$ cat config.mk
export PLATFORM = sky130hd
export DESIGN_NAME = wbm_charlie7x5_loader
export DESIGN_NICKNAME = d
export VERILOG_FILES = /design/src/rtl/charlie7x5_pkg.sv /design/src/rtl/wbm_burst_counter.sv /design/src/rtl/wbm_charlie7x5_loader.sv
export SDC_FILE = /design/constraint.sdc
export NUM_CORES = 1
export LEC_CHECK = 0
export ABC_AREA = 1
export CORE_AREA = 10 10 104 106
export CTS_CLUSTER_DIAMETER = 120
export DETAILED_ROUTE_END_ITERATION = 8
export DIE_AREA = 0 0 114 116
export PLACE_DENSITY = 0.81
export SETUP_SLACK_MARGIN = 0.3
export SLEW_MARGIN = 5
export SYNTH_ARGS = -nofsm -noshare
export SYNTH_HDL_FRONTEND = slang
export SYNTH_HIERARCHICAL = 1
export SYNTH_SLANG_ARGS = --single-unit
$ cat constraint.sdc
create_clock -name wbm_clk_i -period 4.75 [get_ports wbm_clk_i]
set_input_delay 0.475 -clock wbm_clk_i [delete_from_list [all_inputs] [get_ports wbm_clk_i]]
set_output_delay 0.475 -clock wbm_clk_i [all_outputs]
set_load 0.05 [all_outputs]
$ cat src/rtl/charlie7x5_pkg.sv
// Shared definitions for the charlie7x5 display slave and its Wishbone frame loader.
package charlie7x5_pkg;

  localparam int unsigned ROWS  = 5;
  localparam int unsigned COLS  = 7;
  localparam int unsigned ROW_W = 8;
  localparam int unsigned SEL_W = 4;
  localparam int unsigned DAT_W = 32;
  localparam int unsigned CNT_W = $clog2(ROWS + 1);

  localparam logic [SEL_W-1:0] WB_SEL = 4'b0001;

  typedef enum logic {
    FILL = 1'b0,
    SEND = 1'b1
  } state_e;

  typedef logic [ROW_W-1:0] row_t;

  // Row byte sits in the low lane of the data bus.
  function automatic logic [DAT_W-1:0] wb_dat(input row_t r);
    return DAT_W'(r);
  endfunction

endpackage

$ cat src/rtl/wbm_burst_counter.sv
// Issue/ack/timeout bookkeeping for one ROWS-long pipelined write burst.
module wbm_burst_counter
  import charlie7x5_pkg::*;
#(
  parameter int unsigned TIMEOUT = 255
) (
  input  logic             clk,
  input  logic             rst_n,
  input  logic             start,
  input  logic             stall,
  input  logic             ack,
  output logic             cyc,
  output logic             stb,
  output logic             done,
  output logic             err,
  output logic [CNT_W-1:0] issued_nxt_c,
  output logic             cyc_nxt_c,
  output logic             stb_nxt_c,
  output logic             end_c
);

  localparam int unsigned TCNT_W = $clog2(TIMEOUT + 1);

  logic [CNT_W-1:0]  issued_q, acked_q, acked_d;
  logic [TCNT_W-1:0] tcnt_q, tcnt_d;
  logic              issue_fire, ack_ok, done_d, err_d;

  always_comb begin
    issue_fire   = stb && !stall;
    ack_ok       = cyc && ack && (acked_q < issued_q);
    issued_nxt_c = issued_q + CNT_W'(issue_fire);
    acked_d      = acked_q + CNT_W'(ack_ok);
    tcnt_d       = '0;
    if (cyc && !issue_fire && !ack_ok) begin
      tcnt_d = tcnt_q + 1'b1;
    end
    // An ack always clears the idle counter, so done and err cannot coincide.
    done_d    = cyc && (acked_d == CNT_W'(ROWS));
    err_d     = cyc && !done_d && (tcnt_d == TCNT_W'(TIMEOUT));
    end_c     = done_d || err_d;
    cyc_nxt_c = cyc;
    if (start) begin
      issued_nxt_c = '0;
      acked_d      = '0;
      tcnt_d       = '0;
      cyc_nxt_c    = 1'b1;
    end else if (end_c) begin
      issued_nxt_c = '0;
      acked_d      = '0;
      tcnt_d       = '0;
      cyc_nxt_c    = 1'b0;
    end
    stb_nxt_c = cyc_nxt_c && (issued_nxt_c < CNT_W'(ROWS));
  end

  always_ff @(posedge clk or negedge rst_n) begin
    if (!rst_n) begin
      issued_q <= '0;
      acked_q  <= '0;
      tcnt_q   <= '0;
      cyc      <= 1'b0;
      stb      <= 1'b0;
      done     <= 1'b0;
      err      <= 1'b0;
    end else begin
      issued_q <= issued_nxt_c;
      acked_q  <= acked_d;
      tcnt_q   <= tcnt_d;
      cyc      <= cyc_nxt_c;
      stb      <= stb_nxt_c;
      done     <= done_d;
      err      <= err_d;
    end
  end

endmodule

$ cat src/rtl/wbm_charlie7x5_loader.sv
// Buffers a 5-row frame from a valid/ready byte stream, then writes it to the
// charlie7x5 display slave as a Wishbone B4 pipelined burst to adr 0..ROWS-1.
module wbm_charlie7x5_loader
  import charlie7x5_pkg::*;
#(
  parameter int unsigned ADR_W   = 4,
  parameter int unsigned TIMEOUT = 255
) (
  input  logic             wbm_clk_i,
  input  logic             wbm_rst_ni,
  input  logic             pix_valid_i,
  input  logic [ROW_W-1:0] pix_data_i,
  input  logic             pix_last_i,
  output logic             pix_ready_o,
  output logic             wbm_cyc_o,
  output logic             wbm_stb_o,
  output logic             wbm_we_o,
  output logic [ADR_W-1:0] wbm_adr_o,
  output logic [SEL_W-1:0] wbm_sel_o,
  output logic [DAT_W-1:0] wbm_dat_o,
  input  logic             wbm_stall_i,
  input  logic             wbm_ack_i,
  output logic             busy_o,
  output logic             done_o,
  output logic             err_o
);

  state_e           state_q, state_d;
  row_t             rows_q [ROWS];
  row_t             rows_d [ROWS];
  logic [CNT_W-1:0] widx_q, widx_d, issued_nxt;
  logic             accept, start, burst_end, cyc_nxt, stb_nxt;
  logic             ready_d, busy_d, we_d;
  logic [ADR_W-1:0] adr_d;
  logic [SEL_W-1:0] sel_d;
  logic [DAT_W-1:0] dat_d;

  wbm_burst_counter #(
    .TIMEOUT (TIMEOUT)
  ) u_cnt (
    .clk          (wbm_clk_i),
    .rst_n        (wbm_rst_ni),
    .start        (start),
    .stall        (wbm_stall_i),
    .ack          (wbm_ack_i),
    .cyc          (wbm_cyc_o),
    .stb          (wbm_stb_o),
    .done         (done_o),
    .err          (err_o),
    .issued_nxt_c (issued_nxt),
    .cyc_nxt_c    (cyc_nxt),
    .stb_nxt_c    (stb_nxt),
    .end_c        (burst_end)
  );

  always_comb begin
    state_d = state_q;
    widx_d  = widx_q;
    rows_d  = rows_q;
    start   = 1'b0;
    accept  = pix_valid_i && pix_ready_o;
    case (state_q)
      FILL: begin
        if (accept) begin
          rows_d[widx_q] = pix_data_i;
          widx_d         = widx_q + 1'b1;
          if (pix_last_i || (widx_q == CNT_W'(ROWS - 1))) begin
            // Short frame: rows not yet delivered are blanked.
            for (int unsigned r = 0; r < ROWS; r++) begin
              if (CNT_W'(r) > widx_q) begin
                rows_d[r] = '0;
              end
            end
            widx_d  = '0;
            start   = 1'b1;
            state_d = SEND;
          end
        end
      end
      SEND: begin
        if (burst_end) begin
          state_d = FILL;
        end
      end
      default: state_d = FILL;
    endcase

    // Bus payload follows the next issue index so it stays put while stalled.
    ready_d = (state_d == FILL);
    busy_d  = (state_d == SEND);
    we_d    = cyc_nxt;
    sel_d   = stb_nxt ? WB_SEL : '0;
    adr_d   = '0;
    dat_d   = '0;
    if (stb_nxt) begin
      adr_d = ADR_W'(issued_nxt);
      dat_d = wb_dat(rows_d[issued_nxt]);
    end
  end

  always_ff @(posedge wbm_clk_i or negedge wbm_rst_ni) begin
    if (!wbm_rst_ni) begin
      state_q     <= FILL;
      widx_q      <= '0;
      for (int unsigned r = 0; r < ROWS; r++) begin
        rows_q[r] <= '0;
      end
      pix_ready_o <= 1'b0;
      busy_o      <= 1'b0;
      wbm_we_o    <= 1'b0;
      wbm_adr_o   <= '0;
      wbm_sel_o   <= '0;
      wbm_dat_o   <= '0;
    end else begin
      state_q     <= state_d;
      widx_q      <= widx_d;
      rows_q      <= rows_d;
      pix_ready_o <= ready_d;
      busy_o      <= busy_d;
      wbm_we_o    <= we_d;
      wbm_adr_o   <= adr_d;
      wbm_sel_o   <= sel_d;
      wbm_dat_o   <= dat_d;
    end
  end

endmodule

Word level (Yosys, flattened, before mapping)
Index checks and enable logic that the tools add are counted.
{ "op_classes": {"n_addsub": 4, "magnitude_cmp": 10, "eq_ne": 3, "n_mux": 32, "bitwise": 4, "reduce_logical": 18} }
{ "ops": {"columns": ["operator", "n"], "rows": [
  ["2-to-1 mux 40 bit", 3],
  ["2-to-1 mux 8 bit", 12],
  ["bitwise mux 40 bit", 1],
  ["binary-select mux 8 bit (select 3 bit)", 1],
  ["demux 8 bit (select 3 bit)", 1],
  ["2-to-1 mux 3 bit", 6],
  ["logical AND 1 bit", 11],
  ["adder 8 x 1 -> 8 bit (second input constant)", 1],
  ["equality test 8 bit (second input constant)", 1],
  ["greater-or-equal comparator 4 bit (second input constant)", 2],
  ["inverter 3 -> 4 bit", 2],
  ["2-to-1 mux 1 bit", 7],
  ["adder 3 x 1 -> 3 bit", 2],
  ["equality test 3 bit (second input constant)", 2],
  ["greater-than comparator 1 x 3 -> 1 bit (first input constant)", 2],
  ["greater-than comparator 2 x 3 -> 1 bit (first input constant)", 2],
  ["zero test 1 bit", 4],
  ["< comparator 4 x 1 -> 1 bit (second input constant)", 1],
  ["adder 3 x 1 -> 3 bit (second input constant)", 1],
  ["greater-than comparator 3 bit (first input constant)", 1],
  ["< comparator 3 bit", 1],
  ["< comparator 3 bit (second input constant)", 1],
  ["logical OR 1 bit", 2],
  ["inverter 1 bit", 2],
  ["2 further kinds", 2]
]} }
{ "word_totals": {"register_bits": 100, "in_bits": 14, "out_inout_bits": 47, "wordCells": 89} }

Logic depth before layout (Yosys ltp)
Gate-level depths: netlist of run 1.
{ "depth": {"ltp_word": 16, "mapped_depth": 25, "ltp_nobuf": 25} }

Modules after synthesis
Netlist of run 1, hierarchy kept.
{ "by_module_without_submodules": {"columns": ["mod", "instances", "cells_per_inst", "area_per_inst_um2", "seq_area_each_um2"], "rows": [
  ["wbm_charlie7x5_loader", 1, 452, 3383.2, 1451.4],
  ["wbm_burst_counter", 1, 129, 1027.2, 450.4]
]} }

Worst setup path after synthesis of run 1
No wires, ideal clock.
{ "synth_path": {"kind": "register to register", "from": "register u_cnt.cyc", "to": "register wbm_dat_o[0]", "setup_time_ps": 125, "t_arrival_ps": 3090, "required_time_ps": 4625, "slack_ps": 1535, "path_stages_with_launch": 23, "path_buffers": 0, "period_less_slack_ps": 3215, "path_cell_list": "dfrtp_1 -> nand2_1 -> nor2_1 -> nand2_1 -> nor2_1 -> ha_1 -> ha_1 -> nor2_1 -> nand3_1 -> nand2_1 -> nor2_1 -> nand2_1 -> nor2_2 -> nand3_4 -> nand2_1 -> nor3_1 -> clkinv_1 -> nor2_1 -> nand2_1 -> nand2_1 -> inv_1 -> nand2_1 -> a21oi_1"} }
{ "synth_between": {"elab_chain_cells": 16, "word_cells_on_any_way": 25, "classes_between": "add/sub: 1; order compare: 1; eq/ne: 2; mux: 9; bitwise: 1; reduce/logical: 11"} }
{ "synth_lines": {"columns": ["item", "line_no", "source"], "rows": [
  ["from (decl)", "wbm_burst_counter.sv:12", "output logic cyc,"],
  ["from (signal assigned)", "wbm_burst_counter.sv:69", "cyc <= cyc_nxt_c;"],
  ["logical AND 1 bit (2 in a row)", "wbm_burst_counter.sv:30", "ack_ok = cyc && ack && (acked_q < issued_q);"],
  ["adder 3 x 1 -> 3 bit", "wbm_burst_counter.sv:32", "acked_d = acked_q + CNT_W'(ack_ok);"],
  ["equality test 3 bit", "wbm_burst_counter.sv:38", "done_d = cyc && (acked_d == CNT_W'(ROWS));"],
  ["logical AND 1 bit", "wbm_burst_counter.sv:38", null],
  ["zero test 1 bit", "wbm_burst_counter.sv:39", "err_d = cyc && !done_d && (tcnt_d == TCNT_W'(TIMEOUT));"],
  ["logical AND 1 bit (2 in a row)", "wbm_burst_counter.sv:39", null],
  ["logical OR 1 bit (*)", "wbm_burst_counter.sv:40", "end_c = done_d || err_d;"],
  ["named net burst_end", "wbm_charlie7x5_loader.sv:32", "logic accept, start, burst_end, cyc_nxt, stb_nxt;"],
  ["2-to-1 mux 3 bit (*)", "wbm_burst_counter.sv:47", "end else if (end_c) begin"],
  ["2-to-1 mux 3 bit (*)", "wbm_burst_counter.sv:42", "if (start) begin"],
  ["named net issued_nxt[0]", "wbm_charlie7x5_loader.sv:31", "logic [CNT_W-1:0] widx_q, widx_d, issued_nxt;"],
  ["inverter 3 -> 4 bit (implied by the code)", "wbm_charlie7x5_loader.sv:97", "dat_d = wb_dat(rows_d[issued_nxt]);"],
  ["binary-select mux 8 bit (select 3 bit)", "wbm_charlie7x5_loader.sv:97", null],
  ["2-to-1 mux 8 bit (implied by the code) (2 in a row)", "wbm_charlie7x5_loader.sv:97", null],
  ["2-to-1 mux 8 bit (*)", "wbm_charlie7x5_loader.sv:95", "if (stb_nxt) begin"],
  ["named net dat_d[0]", "wbm_charlie7x5_loader.sv:36", "logic [DAT_W-1:0] dat_d;"],
  ["to (signal assigned)", "wbm_charlie7x5_loader.sv:123", "wbm_dat_o <= dat_d;"],
  ["to (decl)", "wbm_charlie7x5_loader.sv:20", "output logic [DAT_W-1:0] wbm_dat_o,"]
]} }
The timed path passes the listed nets; every way through them passes the cells marked *. The select of a mux whose other input is x is not followed.
A chain may end at the register's enable or synchronous reset.

Worst setup path in the final report of run 1
{ "layout_path": {"from": "register u_cnt.issued_q[2]", "to": "register wbm_dat_o[2]"} }
{ "layout_between": {"word_cells_on_any_way": 25, "classes_between": "add/sub: 2; order compare: 2; eq/ne: 2; mux: 9; bitwise: 1; reduce/logical: 9"} }
{ "layout_lines": {"columns": ["item", "line_no", "source"], "rows": [
  ["from (decl)", "wbm_burst_counter.sv:24", "logic [CNT_W-1:0] issued_q, acked_q, acked_d;"],
  ["from (signal assigned)", "wbm_burst_counter.sv:66", "issued_q <= issued_nxt_c;"],
  ["< comparator 3 bit (*)", "wbm_burst_counter.sv:30", null],
  ["logical AND 1 bit (*)", "wbm_burst_counter.sv:30", null],
  ["adder 3 x 1 -> 3 bit", "wbm_burst_counter.sv:32", null],
  ["equality test 3 bit", "wbm_burst_counter.sv:38", null],
  ["logical AND 1 bit", "wbm_burst_counter.sv:38", null],
  ["zero test 1 bit", "wbm_burst_counter.sv:39", null],
  ["logical AND 1 bit", "wbm_burst_counter.sv:39", null],
  ["logical AND 1 bit (*)", "wbm_burst_counter.sv:39", null],
  ["named net u_cnt.err_d", "wbm_burst_counter.sv:26", "logic issue_fire, ack_ok, done_d, err_d;"],
  ["logical OR 1 bit (*)", "wbm_burst_counter.sv:40", null],
  ["2-to-1 mux 1 bit (*)", "wbm_burst_counter.sv:47", null],
  ["2-to-1 mux 1 bit (*)", "wbm_burst_counter.sv:42", null],
  ["named net cyc_nxt", "wbm_charlie7x5_loader.sv:32", null],
  ["logical AND 1 bit (*)", "wbm_burst_counter.sv:53", "stb_nxt_c = cyc_nxt_c && (issued_nxt_c < CNT_W'(ROWS));"],
  ["named net stb_nxt", "wbm_charlie7x5_loader.sv:32", null],
  ["2-to-1 mux 8 bit (*)", "wbm_charlie7x5_loader.sv:95", null],
  ["named net dat_d[2]", "wbm_charlie7x5_loader.sv:36", null]
]} }
Marks and branches as above.

==> results of run 1 <==
## area by class of cell
class	instances	area, µm²
clock buffer	10	127.6
timing repair buffer	34	332.8
sequential	76	1902
clock inverter	6	112.6
fill	825	3715
inverter	111	419.2
multi-input combinational	385	1934
tap	108	135.1
## routing by layer
| layer | up-vias | GRT usage (%) |
|---|---|---|
| met1 | 1769 | 19.58 |
| met3 | 34 | 3.928 |
| met5 | - | 0 |
| met2 | 168 | 28.13 |
| met4 | 0 | 8.271 |
| li1 | 1810 | - |
## sequential cells by signal, summed over array words and instances (netlist names)
register        count
rows_q             40
u_cnt/tcnt_q        8
wbm_dat_o           8
u_cnt/acked_q       3
u_cnt/issued_q      3
wbm_adr_o           3
widx_q              3
pix_ready_o         1
state_q             1
u_cnt/cyc           1
u_cnt/done          1
u_cnt/err           1
u_cnt/stb           1
wbm_sel_o           1
wbm_we_o            1
## synth_stat cells (3+ instances only)
cell,n
buf_4,30
nor3_1,4
nor2_8,3
nor2_2,6
inv_1,103
a21oi_1,8
inv_2,5
and2_1,3
dfrtp_1,76
nand2_1,138
ha_1,10
buf_2,3
o21ai_0,7
and3_1,6
nor2_1,61
nor3b_1,4
xor2_1,3
nand3_2,5
nand2_4,4
nand3_1,65
nand4_1,15
## per-stage QoR
step,setup slack [ps],area [µm²],hold slack [ps]
global placement,746.8,4721,458.2
global route,304.5,4964,323.3
floorplan,1535,4512,179.4
CTS,775.2,4961,291.9
detailed placement,525.6,4721,462.2
finish,729.5,4964,249.2
## cell usage in the layout, fill, tap and decap left out, drive strengths merged
| cell type | synthesis | routed |
|---|---|---|
| a21oi | 8 | 8 |
| and2 | 3 | 3 |
| and3 | 6 | 6 |
| buf | 34 | 3 |
| bufinv | 0 | 3 |
| clkbuf | 2 | 10 |
| clkdlybuf4s50 | 0 | 31 |
| clkinv | 2 | 2 |
| clkinvlp | 0 | 3 |
| conb | 1 | 28 |
| dfrtp | 76 | 76 |
| ha | 10 | 10 |
| inv | 109 | 109 |
| nand2 | 144 | 144 |
| nand3 | 71 | 71 |
| nand3b | 1 | 1 |
| nand4 | 16 | 16 |
| nor2 | 70 | 70 |
| nor3 | 7 | 7 |
| nor3b | 4 | 4 |
| o2111ai | 1 | 1 |
| o21ai | 10 | 10 |
| o22ai | 1 | 1 |
| or2 | 1 | 1 |
| xnor2 | 1 | 1 |
| xor2 | 3 | 3 |
## power groups by stage
| stage | registers [mW] | clock network [mW] | logic (mW) |
|---|---|---|---|
| finish | 0.647 | 0.603 | 0.106 |
| detailed placement | 0.660 | 0 | 0.104 |
| CTS | 0.647 | 0.610 | 0.104 |
| floorplan | 0.660 | 0 | 0.0884 |
| global route | 0.647 | 0.640 | 0.113 |
| global placement | 0.660 | 0 | 0.103 |
## path summary, 6_finish.rpt
check                                   from            to  slack (ps)  cells after the start
max in group asynchronous         wbm_rst_ni    rows_q[33]        3880                      1
min                               wbm_rst_ni    u_cnt/done         250                      1
max reg2reg                u_cnt/issued_q[2]  wbm_dat_o[2]         730                     24
max                        u_cnt/issued_q[2]  wbm_dat_o[2]         730                     24
min reg2reg                       rows_q[33]    rows_q[33]         480                      2
min in group wbm_clk_i            rows_q[33]    rows_q[33]         480                      2
## kinds of logic (layout without fill, tap and decap cells)
family          count (synthesis)  in the layout  share of synthesized area [%]
simple gates                  323            323                          35.32
buf+inv                       147            161                          15.38
flops                          76             76                          43.12
compound gates                 20             20                          2.468
fa+ha+maj                      10             10                          2.837
xor+xnor                        4              4                         0.7945
other cells                     1             28                        0.08502
==> flow_summary.toml, run 1 <==
[outcome]
status = "complete, no violations"

[sta]
slew_viol_final = 0
tightest_slew_ps = 1101
fin_crit_ps = 4021
fin_tns_setup_ps = 0
hold_viol_final = 0
slew_headroom_pct = 26.03
fin_crit_sh_pct = 84.64
final-setup-viol-count = 0
fin_skew_ps = 12.39
fmax_mhz = 248.7
grt_setup_unrepaired = "no"

[synth]
avgSynthCellArea_um2 = 7.591
synth-async-reset-ratio_pct = 100.0
synth_area_leader_cell = "dfrtp_1"
ys.flop_type = "dfrtp_1"
synthDistinctLibCells = 38
postSynthRegisterBits = 76
synth-edff-count = 0
yosys_warnings = 6
synth_top_area_share_pct = 43.12
synthTopCellsByArea = "dfrtp_1 (43%), nand2_1 (12%), inv_1 (8.8%), nand3_1 (7.4%), nor2_1 (5.2%)"
synth_cells = 581
ys_seq_area_share_pct = 43.12
netlist_area_um2 = 4410

[setup_path]
startpoint_type = "register"
end_kind = "register"
cp_top_family = "simple AND/OR/NAND/NOR gates"
critPathMaxFanout = 7
critPathKind = "reg -> reg"
crit_buf_inv = 5
slowest_delay_ps = 850
crit_chain = "inv_1 -> ha_1 -> nand2_1 -> a21oi_1 -> nor2_1 -> ha_1 -> ha_1 -> nor2_1 -> nand3_1 -> nand2_1 -> nor2_1 -> nand2_1 -> nor2_2 -> nand3_4 -> inv_2 -> o21ai_2 -> nand2_1 -> inv_1 -> inv_1 -> nor3_1 -> nand3_1 -> nand2_1 -> inv_1 -> a21oi_1"
required_ps = 5030
crit_top_cell = "nand2_1"
cp.arrival_ps = 4300
crit_path_top_delay_cell = "nor3_1"

[power_and_ir_drop]
combPwrFrac_pct = 7.8
power_mw = 1.356
ir_drop_uv = 132.5
switching_share_pct = 25.20
p_int_mw = 1.014
p_switching_mw = 0.3416
p_leak_nw = 2.689
p_seq_share_pct = 47.7
clock_power_share_pct = 44.5
power.density_nw_per_um2 = 273.1

[placement]
placement.io_buffers = 32
place_hpwl_mm = 7.995
placed_cells = 714
gp_congestion = 0.9435

[clock_tree]
cts_resized = 0
clk_latency_ps = 360
root_buffer = "clkbuf_8"
cts_tree = "built"
cts_buffer_depth = 2
numCtsBuffers = 9
clock-sinks = 76
cts.clk_slew.worst_paths_ps = 90
cts.htree.levels = 3
hold_buffers = 0
post_cts_buffers = 0

[layout]
final_nets = 641
drive_above_1_share_pct = 8.199
syn_to_final_growth_pct = 12.54
antenna_cells = 0
layout.cells.non_filler = 730
utilization_pct = 57.19

[grt]
grt_max_degree = 77
grt_pass1_vias = 3680
grt.total_usage_pct = 16.69
antenna_found_initial = 0
gr-total-overflow = 0
grt_pass1_wl_mm = 17.84

[floorplan]
die-area_um2 = 13220
ios = 61
die_h_um = 116
core_um2 = 8678
row_count = 34
die_w_um = 114
start_util_pct = 50.82

[routing]
drc = 0
drt_iter0_drc = 416
routed.top_layer = "met4"
wl_met3_um = 760
postRouteAntennaNets = 0
viasPerCell = 5.179
dr_wl_met2_mm = 5.362
drt_pre_antenna_iters = 5
vias = 3781
drt-wirelength-per-cell_um = 14.69
wl_met1_mm = 4.227
routed_wl_mm = 10.72

[job]
max_cap_viol_count = 0

[min_path]
hold_class = "in -> async"
Note: power is estimated with default switching activity, not from simulation.
==> run 2, diff against run 1 <==
- CORE_AREA: 10 10 104 106 -> 10 10 105 107
- DIE_AREA: 0 0 114 116 -> 0 0 115 117
- PLACE_DENSITY: 0.81 -> 0.83
- clock period: 4.75 -> 3.45 ns (I/O delays scaled with it)
==> flow_summary.toml, run 2 (synthesized netlist as in run 1, its figures left out) <==
[sta]
slew_viol_final = 0
finalWorstSetupSlack_ps = 331.9
fin_crit_sh_pct = 90.38
fmax_mhz = 320.7
fin_crit_ps = 3118
fin_hold_ws_ps = 96.44
tightest_slew_ps = 979.1
slew_headroom_pct = 34.73
hold_viol_final = 0
grt_setup_unrepaired = "yes"
final-setup-viol-count = 0
fin_skew_ps = 15.68
fin_tns_setup_ps = 0

[job]
max_cap_viol_count = 0

[grt]
gr-total-overflow = 0
antenna_found_initial = 0
grt.total_usage_pct = 15.93
grt_pass1_wl_mm = 17.28
grt_max_degree = 77
grt_pass1_vias = 3697

[routing]
postRouteAntennaNets = 0
routed_wl_mm = 11.08
vias = 3847
viasPerCell = 5.143
drt-wirelength-per-cell_um = 14.81
drt_iter0_drc = 328
drc = 0
drt_pre_antenna_iters = 7

[floorplan]
die_w_um = 115
core_um2 = 9021
die-area_um2 = 13460
ios = 61
die_h_um = 117
row_count = 35
start_util_pct = 48.89

[setup_path]
critPathKind = "reg -> reg"
regToRegEndpoint = "wbm_dat_o[3]"
crit_top_cell = "nor2_2"
worstReg2RegStart = "u_cnt/acked_q[1]"
crit_path_top_delay_cell = "dfrtp_1"
reg2reg_slack_ps = 330
end_kind = "register"
critPathMaxFanout = 8
crit_buf_inv = 3
cp_top_family = "simple AND/OR/NAND/NOR gates"
slowest_delay_ps = 400
crit_chain = "ha_1 -> nand2_2 -> a21oi_2 -> nor2_1 -> ha_2 -> ha_4 -> nor2_2 -> nand3_2 -> nand2_4 -> nor2_2 -> nand2_1 -> nor2_2 -> nand3_4 -> nand2_4 -> nor3_2 -> buf_4 -> inv_4 -> buf_4 -> nand4_1 -> nand3_2 -> nand2_1 -> a21oi_2"
startpoint_type = "register"
cp.arrival_ps = 3410
reg2reg_depth = 22
required_ps = 3740

[power_and_ir_drop]
p_seq_share_pct = 49.4
p_int_mw = 1.345
power.density_nw_per_um2 = 342.8
p_switching_mw = 0.4592
ir_drop_uv = 191.8
combPwrFrac_pct = 8.3
power_mw = 1.804
clock_power_share_pct = 42.3
p_leak_nw = 2.763
switching_share_pct = 25.45

[placement]
place_hpwl_mm = 7.594
place_area_um2 = 4743
placement.io_buffers = 32
gp_congestion = 0.8923
pre_cts_ws_ps = 17.97
placed_cells = 719

[clock_tree]
cts_buffer_depth = 2
hold_buffers = 0
cts_tree = "built"
root_buffer = "clkbuf_8"
cts.clk_slew.worst_paths_ps = 90
clk_latency_ps = 370
cts.htree.levels = 3
clock-sinks = 76
numCtsBuffers = 9

[layout]
top_regs = "rows_q: 40 flops, u_cnt/tcnt_q: 8 flops, wbm_dat_o: 8 flops"
seqCellArea_um2 = 1903
mostFrequentLayoutCells = "nand2_1 (133), inv_1 (98), dfrtp_1 (75)"
final_nets = 656
multi_input_area_um2 = 2113
largest_reg_flops = 40
antenna_cells = 0
stdcell_area_um2 = 5263
largest-register = "rows_q"
drive_above_1_share_pct = 16.17
fill_cells = 775
syn_to_final_growth_pct = 19.32
layout.cells.most_common = "nand2_1"
utilization_pct = 58.34
layout.cells.non_filler = 748

[min_path]
hold_class = "in -> async"

[outcome]
status = "complete, no violations"
run 2: cell count changes in the layout (fill, tap and decap cells not counted), sizes merged:
cell,before,now
buf,3,18
clkbuf,10,12
clkinvlp,3,1
bufinv,3,2
inv,109,110
run 2: what timing repair did:
action,4_1_cts,5_1_grt
setup buffers,7,6
pin swaps,1,20
endpoints found under the setup margin,8,9
gates resized for setup,7,41
run 2: final cells by class:
cell class              count  area share (%)
multi-input cells         385           40.16
flip-flops and latches     76           36.16
repair buffers             49           8.844
inverters                 111           8.060
clock buffers              12           2.758
well taps                 111           2.639
clock inverters             4           1.379
run 2: worst max path at each step:
stage	start	endpoint	slack (ps)	cells past startpoint
3_5_place_dp	wbm_ack_i	wbm_dat_o[1]	20	24
2_1_floorplan	u_cnt/issued_q[2]	wbm_dat_o[0]	370	23
4_1_cts	u_cnt/acked_q[2]	wbm_dat_o[3]	310	22
6_report	u_cnt/acked_q[1]	wbm_dat_o[3]	330	22
5_1_grt	u_cnt/issued_q[1]	wbm_dat_o[5]	140	23
3_3_place_gp	wbm_ack_i	wbm_dat_o[7]	170	24
run 2: power by group through the flow:
stage	registers, mW	clock network [mW]	logic, mW
final	0.891	0.763	0.150
after floorplan	0.909	0	0.122
after detailed placement	0.909	0	0.143
after global routing	0.891	0.809	0.161
after global placement	0.909	0	0.141
after CTS	0.891	0.769	0.145
run 2: layer usage:
| layer | track usage (%) | vias up | share of wire [%] |
|---|---|---|---|
| li1 | - | 1848 | - |
| met1 | 20.09 | 1791 | 40 |
| met2 | 25.68 | 179 | 50 |
| met3 | 3.364 | 29 | 8.0 |
| met4 | 7.261 | 0 | 2.3 |
| met5 | 0 | - | 0 |
